--- src/rtl/pipereg_skid_stage.sv ---
// Pipeline stage register with valid/ready handshake, optional 2-entry skid,
// synchronous flush, bubble flag, occupancy and a saturating stall counter.
module pipereg_skid_stage #(
  parameter int unsigned         DATA_W   = 128,
  parameter int unsigned         PC_W     = 64,
  parameter logic [PC_W-1:0]     RESET_PC = PC_W'(64'h8000_0000),
  parameter bit                  SKID     = 1'b1,
  parameter int unsigned         CNT_W    = 32
) (
  input  logic              clk,
  input  logic              reset,
  input  logic              flush,
  input  logic              in_valid,
  output logic              in_ready,
  input  logic [PC_W-1:0]   in_pc,
  input  logic [DATA_W-1:0] in_data,
  output logic              out_valid,
  input  logic              out_ready,
  output logic [PC_W-1:0]   out_pc,
  output logic [DATA_W-1:0] out_data,
  output logic              out_bubble,
  output logic [1:0]        occupancy,
  output logic [CNT_W-1:0]  stall_cycles
);

  localparam int unsigned OCC_W = 2;

  typedef enum logic [1:0] {
    ST_EMPTY = 2'd0,
    ST_ONE   = 2'd1,
    ST_FULL  = 2'd2
  } state_e;

  state_e              state_q, state_d;
  logic                out_valid_q, out_bubble_q, rdy_q;
  logic [OCC_W-1:0]    occ_q;
  logic [PC_W-1:0]     main_pc_q, skid_pc_q;
  logic [DATA_W-1:0]   main_data_q, skid_data_q;
  logic [CNT_W-1:0]    stall_q;
  logic                in_fire_c, out_fire_c;
  logic                load_main_in, load_main_skid, load_skid;

  // With a skid the ready is fully registered; without one it looks through
  // to out_ready. rdy_q also keeps ready low until the first edge after reset.
  assign in_ready   = SKID ? rdy_q : (rdy_q & (~out_valid_q | out_ready));
  assign in_fire_c  = in_valid & in_ready;
  assign out_fire_c = out_valid_q & out_ready;

  assign out_valid    = out_valid_q;
  assign out_bubble   = out_bubble_q;
  assign out_pc       = main_pc_q;
  assign out_data     = main_data_q;
  assign occupancy    = occ_q;
  assign stall_cycles = stall_q;

  // Next-state and load-enable decode; flush overrides every other event
  always_comb begin
    state_d        = state_q;
    load_main_in   = 1'b0;
    load_main_skid = 1'b0;
    load_skid      = 1'b0;
    if (flush) begin
      state_d = ST_EMPTY;
    end else begin
      case (state_q)
        ST_EMPTY: begin
          if (in_fire_c) begin
            state_d      = ST_ONE;
            load_main_in = 1'b1;
          end
        end
        ST_ONE: begin
          if (in_fire_c && out_fire_c) begin
            load_main_in = 1'b1;
          end else if (in_fire_c && SKID) begin
            state_d   = ST_FULL;
            load_skid = 1'b1;
          end else if (out_fire_c) begin
            state_d = ST_EMPTY;
          end
        end
        ST_FULL: begin
          if (out_fire_c) begin
            state_d        = ST_ONE;
            load_main_skid = 1'b1;
          end
        end
        default: state_d = ST_EMPTY;
      endcase
    end
  end

  // State register and the status outputs derived from the next state
  always_ff @(posedge clk or negedge reset) begin
    if (!reset) begin
      state_q      <= ST_EMPTY;
      out_valid_q  <= 1'b0;
      out_bubble_q <= 1'b1;
      occ_q        <= '0;
      rdy_q        <= 1'b0;
    end else begin
      state_q      <= state_d;
      out_valid_q  <= (state_d != ST_EMPTY);
      out_bubble_q <= (state_d == ST_EMPTY);
      occ_q        <= OCC_W'(state_d);
      rdy_q        <= SKID ? (state_d != ST_FULL) : 1'b1;
    end
  end

  // Payload registers; main holds its value whenever it is not reloaded
  always_ff @(posedge clk or negedge reset) begin
    if (!reset) begin
      main_pc_q   <= RESET_PC;
      main_data_q <= '0;
      skid_pc_q   <= '0;
      skid_data_q <= '0;
    end else begin
      if (load_main_in) begin
        main_pc_q   <= in_pc;
        main_data_q <= in_data;
      end else if (load_main_skid) begin
        main_pc_q   <= skid_pc_q;
        main_data_q <= skid_data_q;
      end
      if (load_skid) begin
        skid_pc_q   <= in_pc;
        skid_data_q <= in_data;
      end
    end
  end

  // Saturating count of back-pressured output cycles; survives flush
  always_ff @(posedge clk or negedge reset) begin
    if (!reset) begin
      stall_q <= '0;
    end else if (out_valid_q && !out_ready && (stall_q != {CNT_W{1'b1}})) begin
      stall_q <= stall_q + CNT_W'(1);
    end
  end

endmodule
--- config.mk ---
export PLATFORM = sky130hd
export DESIGN_NAME = pipereg_skid_stage
export DESIGN_NICKNAME = d
export VERILOG_FILES = /design/src/rtl/pipereg_skid_stage.sv
export SDC_FILE = /design/constraint.sdc
export NUM_CORES = 1
export LEC_CHECK = 0
export CAP_MARGIN = 20
export CORE_ASPECT_RATIO = 0.75
export CORE_MARGIN = 1.5
export CORE_UTILIZATION = 45
export DETAILED_ROUTE_END_ITERATION = 6
export PLACE_DENSITY = 0.76
export SLEW_MARGIN = 10
export SYNTH_ARGS = -nofsm -noshare
export SYNTH_HDL_FRONTEND = slang
export SYNTH_SLANG_ARGS = --single-unit
--- constraint.sdc ---
create_clock -name clk -period 1.93 [get_ports clk]
set_input_delay 0.386 -clock clk [delete_from_list [all_inputs] [get_ports clk]]
set_output_delay 0.386 -clock clk [all_outputs]
set_load 0.005 [all_outputs]
Yosys cells after proc, flatten, opt, wreduce, memory -nomap -nowiden
Cells that the tools add are included.
{"block": "word_totals", "out_inout_bits": 229, "ff_bits": 421, "elab_cells": 45}
{"block": "op_classes", "n_bitwise": 2, "add_sub_neg": 1, "n_eq_ne": 4, "n_mux": 21, "reduce_logical": 8}
{"cell": "$mux 128", "n": 2}
{"cell": "$mux 64", "n": 2}
{"cell": "$add 32x1->32 const B", "n": 1}
{"cell": "$ne 32x32->1 const B", "n": 1}
{"cell": "$mux 2", "n": 6}
{"cell": "$mux 1", "n": 9}
{"cell": "$pmux 2 s3", "n": 1}
{"cell": "$logic_not 2->1", "n": 2}
{"cell": "$reduce_bool 2->1", "n": 2}
{"cell": "$logic_and 1x1->1", "n": 3}
{"cell": "$and 1x1->1", "n": 2}
{"cell": "$eq 2x1->1 const B", "n": 1}
{"cell": "$eq 2x2->1 const B", "n": 1}
{"cell": "$ne 2x2->1 const B", "n": 1}
{"cell": "$pmux 1 s2", "n": 1}
{"cell": "$logic_not 1->1", "n": 1}

Depth between registers and ports, before layout
Gate-level depths: netlist (run 1).
{"block": "depth", "ltp_word": 7, "ltp_mapped": 7, "mapped_depth_nobuf": 6}

Least setup slack after synthesis (run 1)
No wires, ideal clock.
{"block": "synth_timing", "path_type": "register to register", "from": "register stall_q[24] (netlist: stall_cycles[24])", "to": "register stall_q[1] (netlist: stall_cycles[1])", "required_ns": 1.805, "path_stages_with_launch": 6, "setup_ns": 0.125, "t_arrival_ns": 1.990, "setup_slack_ns": -0.185, "synth_period_minus_slack_ns": 2.115, "cell_sequence": "dfrtp_1 nand4_2 or4_4 nor4_4 nor2b_2 mux2_4"}
{"block": "synth_via", "elab_chain_cells": 2}
{"item": "start, declared", "line": "39", "rtl": "logic [CNT_W-1:0] stall_q;"}
{"item": "start signal, assigned", "line": "137", "rtl": "stall_q <= stall_q + CNT_W'(1);"}
{"item": "$ne 32x32->1", "line": "136", "rtl": "end else if (out_valid_q && !out_ready && (stall_q != {CNT_W{1'b1}})) begin"}
{"item": "$logic_and 1x1->1", "line": "136"}
Every way passes these cells.
A chain may end at the register's enable or synchronous reset.

Worst setup path after layout (run 1)
{"block": "layout_timing", "from": "register stall_q[31] (netlist: stall_cycles[31])", "to": "register stall_q[1] (netlist: stall_cycles[1])"}
Same word-level chain as after synthesis.

==> results of run 1 <==
logic make-up after synthesis:
family,Yosys count,share of synthesized area [%]
AND/OR/NAND/NOR,274,6.790
multiplexers,385,23.49
XOR/XNOR,29,1.455
flip-flops,421,60.38
buffers and inverters,89,1.950
AO/OA/AOI/OAI,202,5.865
adder cells (fa/ha/maj),1,0.07168
registers in the layout, summed over array words and instances, names as in the netlist:
| signal | count |
|---|---|
| out_data | 128 |
| skid_data_q | 128 |
| out_pc | 64 |
| skid_pc_q | 64 |
| stall_cycles | 32 |
| occupancy | 2 |
| in_ready | 1 |
| out_bubble | 1 |
| out_valid | 1 |
stage by stage:
step	power (mW)	setup slack, ns	TNS [ns]
2_1_floorplan	17.25	0.004345	0
3_3_place_gp	21.83	-0.2193	-65.47
3_5_place_dp	22.36	-0.2586	-66.19
4_1_cts	30.89	0.003059	0
5_1_grt	32.39	-0.05700	-0.3746
6_report	30.73	0.004379	0
cell usage after synthesis:
library cell	count
a211oi_1	1
a21boi_0	2
a21oi_1	2
a31oi_1	2
and3_1	4
and4_1	1
buf_1	9
buf_2	5
clkbuf_1	71
dfrtp_1	419
dfstp_2	2
ha_1	1
inv_1	4
mux2_2	192
mux2_4	1
mux2i_1	192
nand2_1	204
nand2b_1	1
nand3_1	12
nand3b_1	1
nand4_1	10
nand4_2	1
nand4b_1	1
nor2_1	14
nor2b_1	2
nor2b_2	1
nor3_1	9
nor3b_1	2
nor4_1	5
nor4_4	1
nor4b_1	2
o21a_1	1
o21ai_0	194
or2_2	1
or3_1	1
or4_4	1
xnor2_1	16
xor2_1	13
placed cells by master (no fill, tap or decap), types with 10 or more instances in the layout:
master	n
buf_12	36
buf_4	87
clkbuf_1	10
clkbuf_16	55
clkdlybuf4s50_1	400
dfrtp_1	413
dlygate4sd2_1	12
dlymetal6s2s_1	12
mux2_2	192
mux2i_1	189
nand2_1	203
nand3_1	10
nand4_1	10
nor2_1	12
o21ai_0	193
xnor2_1	16
xor2_1	13
what timing repair did:
| item | 4_1_cts | 5_1_grt |
|---|---|---|
| pin swaps | 0 | 4 |
| setup endpoints to repair | 21 | 145 |
| hold buffers | 1 | 0 |
| endpoints found under the hold margin | 36 | 0 |
| gates cloned | 0 | 10 |
| buffers inserted | 0 | 12 |
| gates resized for setup | 17 | 37 |
layout make-up:
cell class	instances	area, sq um
inverters	4	15.01
multi-input cells	891	6684
well taps	512	640.6
diodes	2	5.005
fillers	2759	12870
clock inverters	13	153.9
repair buffers	566	6052
flip-flops and latches	421	10550
clock buffers	63	1274
per-layer routing:
| metal | track usage, % | share of wire [%] |
|---|---|---|
| met5 | 0 | 0.056 |
| met4 | 6.400 | 2.8 |
| met3 | 7.270 | 7.6 |
| met2 | 38.34 | 48 |
| met1 | 29.54 | 41 |
power breakdown:
group	internal (mW)	switching [mW]	total, mW
Combinational	5.23	2.97	8.20
Sequential	12.2	1.93	14.2
Clock	4.98	3.40	8.38
critical path, stage by stage (launching register included):
cell	delay [ns]
dfrtp_1	0.35
nand4_1	0.14
or4_4	0.60
nor4_4	0.30
nor2b_2	0.11
mux2_4	0.31
worst paths after layout:
path / from / endpoint / slack (ns) / depth (start not counted)
max in group asynchronous: reset / out_pc[31]$_DFFE_PN1P_ / 0.81 / 4
min: reset / skid_data_q[14]$_DFFE_PN0P_ / 0.34 / 2
min reg2reg: skid_data_q[52]$_DFFE_PN0P_ / skid_data_q[52]$_DFFE_PN0P_ / 0.51 / 1
max: stall_cycles[31]$_DFFE_PN0P_ / stall_cycles[1]$_DFFE_PN0P_ / 0.004 / 5
max reg2reg: stall_cycles[31]$_DFFE_PN0P_ / stall_cycles[1]$_DFFE_PN0P_ / 0.004 / 5
min in group clk: in_pc[31] / out_pc[31]$_DFFE_PN1P_ / 0.41 / 3
==> key figures, run 1 <==
CTS
  – Root buf cell: clkbuf_16
  – CTS Sinks: 421
  – CTS Buffer Depth: 3
  – Clock slew at reported path FFs: 0.06 ns
  – TritonCTS clock tree: done
  – CTS buffer count: 43
  – H-tree depth: 2
  – Worst skew pair latency: 0.54 ns

Yosys
  – Yosys top cell area share: 60.08%
  – Synth area leader: dfrtp_1
  – Synthesized area: 17,450 sq um
  – Cell variety after synth: 38
  – Syn nets: 1,599
  – Synth Register Bits: 421
  – Avg Cell Area, Syn: 12.46 sq um
  – Mapped Cells: 1,401
  – Synth Warn #: 0
  – Largest cells by area after synthesis: dfrtp_1 (60%), mux2_2 (12%), mux2i_1 (11%)
  – Seq/Total Area, Yosys: 60.38%

STA
  – Worst-margin pin slew: 0.4502 ns
  – Fin. max-slew vios: 0
  – # setup viols final: 0
  – Min cycle time layout: 1.926 ns
  – RSZ-0062 raised after global routing: true
  – Slew margin rel.: 69.74%
  – Hold_ws: 0.3362 ns
  – Final Hold Viols: 0
  – FMAX: 519.3 MHz
  – Crit share post-route: 99.77%
  – Skew final: 0.01291 ns

Routing
  – Vias: 12.92k
  – Post-route antenna net violation count: 0
  – Routed WL per cell: 19.49 microns
  – Routed WL: 48,190 microns
  – Initial DRT Pass Iterations: 4
  – Initial DRC count: 740
  – Via density: 5.226
  – Remaining DRCs: 0

Layout
  – Share of cells above drive strength 1: 21.91%
  – Final nets: 2,125
  – Design area: 25,370 sq um
  – Layout area overhead: 45.37%
  – Post-route insts no fill: 2,472
  – Post-Route Utilization: 66.34%

GRT
  – Initial antenna violation count: 4
  – First-pass GRT wire length: 73,970 microns
  – Vias in the first global route: 13.42k
  – Global-route total usage across every layer: 23.22%
  – Gr ovfl total: 0
  – Largest net degree at the start of global routing: 78

Power and ir drop
  – Leak Pwr: 10.59 nW
  – Pwr dens: 1211 nW/um^2
  – Max IR drop VDD: 0.001365 V

Place
  – IO Port Bufs: 425
  – Gpl congestion: 0.8673
  – Placed cells: 2,371
  – HPWL after detailed placement: 33,460 microns
  – Area after DPL: 23,400 sq um

Floorplan
  – Die W: 230.4 microns
  – Core footprint: 38,240 sq um
  – Row cnt: 62
  – Starting density of the core: 45.63%
  – Die Height: 173.5 microns
  – Top-level port count: 426
  – Die area: 39,980 sq um

Critical path
  – Crit path DAT: 2.34 ns
  – Crit Path Category: reg -> reg
  – CP required: 2.34 ns
  – Critical Path Fanout Max: 4
  – Element type at the critical path start: flop
  – Setup crit end kind: flop

Flow run
  – Max-cap viol count: 0

Status
  – Outcome: finished clean

Worst hold path
  – Hold WC Path Type: in -> async
(Power assumes the default switching activity.)
==> inputs of run 2 (changes only) <==
--- a/config.mk
+++ b/config.mk
@@ -11,7 +11,7 @@
 export CORE_UTILIZATION = 45
 export DETAILED_ROUTE_END_ITERATION = 6
 export PLACE_DENSITY = 0.76
-export SLEW_MARGIN = 10
+export SLEW_MARGIN = 15
 export SYNTH_ARGS = -nofsm -noshare
 export SYNTH_HDL_FRONTEND = slang
 export SYNTH_SLANG_ARGS = --single-unit
==> constraint.sdc (replaced) <==
create_clock -name clk -period 1.93 [get_ports clk]
set_input_delay 0.386 -clock clk [delete_from_list [all_inputs] [get_ports clk]]
set_output_delay 0.386 -clock clk [all_outputs]
set_load 0.01 [all_outputs]
==> key figures, run 2 (synthesis results as in run 1) <==
Status
  – Outcome: finished clean

Critical path
  – CP required: 2.33 ns (about the same)
  – CP max-delay cell: or4_4
  – Crit Path Category: reg -> reg
  – Crit path DAT: 2.32 ns (-0.02 ns)
  – Setup crit end kind: flop
  – Element type at the critical path start: flop
  – Critical path's largest stage delay: 0.56 ns (-0.04 ns)
  – CP Cell Sequence: nand4_1, or4_4, nor4_4, nor2b_2, mux2_4
  – Critical Path Fanout Max: 4 (unchanged)

CTS
  – CTS Buffer Depth: 3 (unchanged)
  – Clock slew at reported path FFs: 0.06 ns (about the same)
  – Root buf cell: clkbuf_16
  – H-tree depth: 2 (unchanged)
  – CTS Sinks: 421 (unchanged)
  – TritonCTS clock tree: done
  – CTS buffer count: 42 (-2.3%)
  – Worst skew pair latency: 0.53 ns (about the same)

Routing
  – Via density: 5.173 (-1.0%)
  – Initial DRC count: 702 (-5.1%)
  – Post-route antenna net violation count: 0 (unchanged)
  – Routed WL per cell: 19.13 microns (-1.9%)
  – Vias: 12.80k (-0.88%)
  – Initial DRT Pass Iterations: 6 (+2)
  – Remaining DRCs: 0 (unchanged)
  – Routed WL: 47,350 microns (-1.7%)

GRT
  – First-pass GRT wire length: 73,510 microns (-0.63%)
  – Routing usage on met3: 8.092% (+0.82 points)
  – Gr ovfl total: 0 (unchanged)
  – Most Crowded Layer GR: met2
  – GR Util met1: 29.15% (-0.39 points)
  – Initial antenna violation count: 4 (unchanged)
  – Met2 Use GR: 37.40% (-0.94 points)
  – Global-route total usage across every layer: 23.05% (-0.17 points)
  – Largest net degree at the start of global routing: 59 (-24%)
  – Vias in the first global route: 13.40k (-0.13%)

Place
  – Area after DPL: 23,470 sq um (+0.28%)
  – Placed cells: 2,376 (+0.21%)
  – Gpl congestion: 0.8761 (+1.0%)
  – IO Port Bufs: 425 (unchanged)
  – HPWL after detailed placement: 33,490 microns (about the same)

Layout
  – Final nets: 2,128 (+0.14%)
  – Share of cells above drive strength 1: 21.93% (about the same)
  – Post-route insts no fill: 2,475 (+0.12%)
  – Commonest non-fill, non-tap cells in the layout: dfrtp_1 (412), clkdlybuf4s50_1 (386), nand2_1 (203), o21ai_0 (194)
  – Design area: 25,210 sq um (-0.64%)
  – Commonest non-fill, non-tap cell in the layout: dfrtp_1
  – Post-Route Utilization: 65.91% (-0.43 points)
  – Layout area overhead: 44.44%

Worst hold path
  – Hold WC Path Type: in -> async

Power and ir drop
  – Max IR drop VDD: 0.0009818 V (-28%)
  – Pwr dens: 1226 nW/um^2 (+1.2%)
  – Leak Pwr: 10.55 nW (-0.39%)
  – Overall Power: 30.91 mW (+0.58%)

Floorplan
  – Die Height: 173.5 microns (unchanged)
  – Top-level port count: 426 (unchanged)
  – Core footprint: 38,240 sq um (unchanged)
  – Die area: 39,980 sq um (unchanged)
  – Row cnt: 62 (unchanged)
  – Starting density of the core: 45.63% (unchanged)
  – Die W: 230.4 microns (unchanged)

Flow run
  – Max-cap viol count: 0 (unchanged)

STA
  – Min cycle time layout: 1.918 ns (-0.007614 ns)
  – Final Hold Viols: 0 (unchanged)
  – Slew margin rel.: 60.79% (-8.9 points)
  – FMAX: 521.4 MHz (+0.40%)
  – Skew final: 0.01280 ns (-0.0001124 ns)
  – RSZ-0062 raised after global routing: true
  – # setup viols final: 0 (unchanged)
  – Fin. max-slew vios: 0 (unchanged)
  – Worst-margin pin slew: 0.5881 ns (+0.1379 ns)
  – Crit share post-route: 99.38% (-0.39 points)
==> run 2: cell count changes in the layout (fill, tap and decap cells not counted), moves of 4 or more <==
cell / delta
clkbuf_16: -6
clkbuf_8: +9
dlymetal6s2s_1: -4
buf_4: +13
clkdlybuf4s50_1: -14
dlygate4sd2_1: +18
==> run 2: layout make-up <==
cell class | count | area (sq um)
diodes | 2 | 5.005
clock buffers | 72 | 1398
clock inverters | 3 | 15.01
fillers | 2832 | 13040
inverters | 4 | 15.01
multi-input cells | 891 | 6669
flip-flops and latches | 421 | 10550
well taps | 512 | 640.6
repair buffers | 570 | 5918
==> run 2: layer usage <==
layer  part of all wire (%)  vias up  wire (microns)
li1                       -     5940               -
met1                     41     6404           19440
met2                     48      367           22590
met3                    8.4       87            3976
met4                    2.8        6            1306
met5                  0.084        -              40
==> run 2: path summary, 6_finish.rpt <==
kind | start | end | slack [ns] | cells past startpoint
min in group clk | in_data[10] | out_data[10]$_DFFE_PN0P_ | 0.43 | 3
max reg2reg | stall_cycles[17]$_DFFE_PN0P_ | stall_cycles[1]$_DFFE_PN0P_ | 0.01 | 5
min | reset | skid_data_q[41]$_DFFE_PN0P_ | 0.42 | 2
max | stall_cycles[17]$_DFFE_PN0P_ | stall_cycles[1]$_DFFE_PN0P_ | 0.01 | 5
max in group asynchronous | reset | out_data[16]$_DFFE_PN0P_ | 0.82 | 3
min reg2reg | skid_data_q[69]$_DFFE_PN0P_ | skid_data_q[69]$_DFFE_PN0P_ | 0.50 | 1
==> run 2: metrics by stage <==
step	setup TNS, ns	worst slack, ns	hold slack [ns]
after global placement	-60.34	-0.2163	0.3898
final	0	0.01199	0.4214
after detailed placement	-69.67	-0.2875	0.3900
after floorplan	-0.03702	-0.03702	0.09041
after global routing	-0.1615	-0.05234	0.4255
after CTS	0	0.003507	0.4094
==> run 2: power by group <==
| part | switching, mW | internal (mW) |
|---|---|---|
| Combinational | 3.49 | 5.19 |
| Clock | 3.28 | 4.89 |
| Sequential | 1.85 | 12.2 |
==> run 2: worst max-delay path, delay by kind of cell (launching register included) <==
kind / cells / cell delay, ns
multiplexers: 1 / 0.31
AND/OR/NAND/NOR: 4 / 1.12
flip-flops: 1 / 0.37
==> run 2: timing repair <==
item | 4_1_cts | 5_1_grt
gates resized for setup | 35 | 22
pin swaps | 0 | 3
hold endpoints to repair | 41 | 0
gates cloned | 0 | 4
endpoints found under the setup margin | 38 | 90
hold buffers | 1 | 0
buffers inserted | 3 | 14
==> inputs of run 3 (changes only) <==
--- a/config.mk
+++ b/config.mk
@@ -8,10 +8,9 @@
 export CAP_MARGIN = 20
 export CORE_ASPECT_RATIO = 0.75
 export CORE_MARGIN = 1.5
-export CORE_UTILIZATION = 45
+export CORE_UTILIZATION = 52
 export DETAILED_ROUTE_END_ITERATION = 6
-export PLACE_DENSITY = 0.76
-export SLEW_MARGIN = 15
+export PLACE_DENSITY = 0.82
 export SYNTH_ARGS = -nofsm -noshare
 export SYNTH_HDL_FRONTEND = slang
 export SYNTH_SLANG_ARGS = --single-unit
==> constraint.sdc (replaced) <==
create_clock -name clk -period 2.5 [get_ports clk]
set_input_delay 0.5 -clock clk [delete_from_list [all_inputs] [get_ports clk]]
set_output_delay 0.5 -clock clk [all_outputs]
set_load 0.01 [all_outputs]
==> key figures, run 3 (synthesis results as in run 1) <==
Critical path
  – R2R cell count: 5 (unchanged)
  – Critical path's largest stage delay: 0.60 ns (+0.04 ns)
  – R2r endpoint: stall_cycles[1]$_DFFE_PN0P_
  – Crit Path Category: reg -> reg
  – Reg2reg start: stall_cycles[24]$_DFFE_PN0P_
  – Critical Path Fanout Max: 6 (+2)
  – Crit path DAT: 2.68 ns (+0.36 ns)
  – CP max-delay cell: or4_4
  – Element type at the critical path start: flop
  – R2R setup slack: 0.23 ns (+0.22 ns)
  – WP buf/inv: 0 (unchanged)
  – CP Cell Sequence: nand4_2, or4_4, nor4_4, nor2b_2, mux2_4
  – Family with the most delay on the worst path: simple AND/OR/NAND/NOR gates
  – CP required: 2.92 ns (+0.59 ns)
  – Setup crit end kind: flop

Power and ir drop
  – Switching Fraction: 28.20% (+0.33 points)
  – Clk pwr share: 26.1% (-0.3 points)
  – Max IR drop VDD: 0.0007692 V (-22%)
  – Overall Power: 23.56 mW (-24%)
  – Pint: 16.92 mW (-24%)
  – Gate power share: 27.7% (-0.4 points)
  – Pwr dens: 983.7 nW/um^2 (-20%)
  – Leak Pwr: 9.679 nW (-8.3%)
  – Net switching power: 6.644 mW (-23%)
  – Register share of total power: 46.2% (+0.7 points)

Routing
  – DR top layer: met5
  – Vias: 12.46k (-2.7%)
  – Routed WL: 45,780 microns (-3.3%)
  – Remaining DRCs: 0 (unchanged)
  – Initial DRT Pass Iterations: 5 (-1)
  – Met3 WL: 4003 microns (+0.68%)
  – Routed WL per cell: 19.84 microns (+3.7%)
  – Initial DRC count: 863 (+23%)
  – Metal2 WL: 21,870 microns (-3.2%)
  – Post-route met1 wirelength: 18,510 microns (-4.8%)
  – Post-route antenna net violation count: 0 (unchanged)
  – Via density: 5.400 (+4.4%)

STA
  – RSZ-0062 raised after global routing: false
  – Skew final: 0.01057 ns (-0.002223 ns)
  – # setup viols final: 0 (unchanged)
  – Hold_ws: 0.4958 ns (+0.07444 ns)
  – Worst-margin pin slew: 0.5910 ns (+0.002948 ns)
  – FMAX: 441.3 MHz (-15%)
  – Crit share post-route: 90.63% (-8.7 points)
  – Slew margin rel.: 60.29% (-0.50 points)
  – Fin. max-slew vios: 0 (unchanged)
  – Min cycle time layout: 2.266 ns (+0.3478 ns)
  – Setup_tns: 0 ns (unchanged)
  – Final Hold Viols: 0 (unchanged)
  – Setup WS post-layout: 0.2342 ns (+0.2222 ns)

CTS
  – CTS Buffer Depth: 3 (unchanged)
  – Post-CTS Setup Repair Bufs: 0 (-3)
  – CTS buffer count: 41 (-2.4%)
  – Clock slew at reported path FFs: 0.06 ns (about the same)
  – Worst skew pair latency: 0.53 ns (about the same)
  – Root buf cell: clkbuf_16
  – H-tree depth: 2 (unchanged)
  – TritonCTS clock tree: done
  – CTS Sinks: 421 (unchanged)

Floorplan
  – Core footprint: 32,740 sq um (-14%)
  – Top-level port count: 426 (unchanged)
  – Row cnt: 57 (-8.1%)
  – Die Height: 161.7 microns (-6.9%)
  – Die area: 34,680 sq um (-13%)
  – Starting density of the core: 53.31% (+7.7 points)
  – Die W: 214.5 microns (-6.9%)

Layout
  – Share of cells above drive strength 1: 16.80% (-5.1 points)
  – Commonest non-fill, non-tap cells in the layout: clkdlybuf4s50_1 (424), dfrtp_1 (419), nand2_1 (203), o21ai_0 (194)
  – Post-route insts no fill: 2,307 (-6.8%)
  – Layout area overhead: 37.24%
  – Commonest non-fill, non-tap cell in the layout: clkdlybuf4s50_1
  – Final nets: 2,028 (-4.7%)
  – Filler cell count: 2,170 (-23%)

GRT
  – Vias in the first global route: 13.12k (-2.1%)
  – Global-route total usage across every layer: 26.66% (+3.6 points)
  – Gr ovfl total: 0 (unchanged)
  – First-pass GRT wire length: 73,000 microns (-0.68%)
  – Largest net degree at the start of global routing: 67 (+14%)
  – Initial antenna violation count: 9 (+5)

Place
  – HPWL after detailed placement: 32,160 microns (-4.0%)
  – Placed cells: 2,228 (-6.2%)
  – Setup WS pre-CTS: -0.04335 ns (+0.2441 ns)
  – IO Port Bufs: 425 (unchanged)
  – Gpl congestion: 0.8632 (-1.5%)

Worst hold path
  – Hold WC Path Type: in -> async

Flow run
  – Max-cap viol count: 0 (unchanged)

Status
  – Outcome: finished clean
==> run 3: changes by cell type in the layout (fill, tap and decap cells not counted), moves of 8 or more <==
cell	change
buf_4	-79
clkbuf_8	-8
dlygate4sd2_1	-30
clkdlybuf4s50_1	+38
buf_12	-14
clkbuf_16	-8
dlymetal6s2s_1	-8
==> run 3: per-layer routing <==
metal	GRT usage, %	up-vias
li1	-	5770
met1	33.57	6190
met2	43.24	405
met3	9.026	89
met4	9.603	4
met5	0	-
==> run 3: power groups by stage <==
stage | sequential, mW | combinational [mW] | clock (mW)
2_1_floorplan | 11.1 | 2.63 | 0
3_3_place_gp | 10.8 | 6.29 | 0
3_5_place_dp | 11.0 | 6.55 | 0
4_1_cts | 10.9 | 6.60 | 6.28
5_1_grt | 11.2 | 7.05 | 6.54
6_report | 10.9 | 6.53 | 6.14
==> run 3: layout make-up <==
type | instances | area [sq um] | share of cell area, %
clock buffers | 57 | 1176 | 4.911
inverters | 4 | 15.01 | 0.06269
well taps | 442 | 553.0 | 2.309
diodes | 8 | 20.02 | 0.08359
multi-input cells | 891 | 6595 | 27.54
flip-flops and latches | 421 | 10540 | 44.00
repair buffers | 471 | 4907 | 20.49
clock inverters | 13 | 146.4 | 0.6112
==> run 3: repair_timing <==
action	in CTS	in global routing
hold endpoints to repair	38	0
resized for setup	0	0
hold buffers	1	0
==> run 3: metrics by stage <==
stage / utilization, % / cell area, sq um
after floorplan: - / 17450
after global placement: 69.03 / 22600
after detailed placement: 69.03 / 22600
after CTS: 73.10 / 23930
after global routing: 73.14 / 23940
final: 73.16 / 23950
==> run 3: worst max path at each step <==
| stage | slack [ns] | to | cells past startpoint | from |
|---|---|---|---|---|
| after floorplan | 0.35 | stall_cycles[1]$_DFFE_PN0P_ | 5 | stall_cycles[24]$_DFFE_PN0P_ |
| after global placement | 0.1 | out_data[45]$_DFFE_PN0P_ | 6 | out_ready |
| after detailed placement | -0.04 | out_data[50]$_DFFE_PN0P_ | 6 | out_ready |
| after CTS | 0.22 | stall_cycles[1]$_DFFE_PN0P_ | 5 | stall_cycles[24]$_DFFE_PN0P_ |
| after global routing | 0.06 | stall_cycles[1]$_DFFE_PN0P_ | 5 | stall_cycles[24]$_DFFE_PN0P_ |
| final | 0.23 | stall_cycles[1]$_DFFE_PN0P_ | 5 | stall_cycles[24]$_DFFE_PN0P_ |
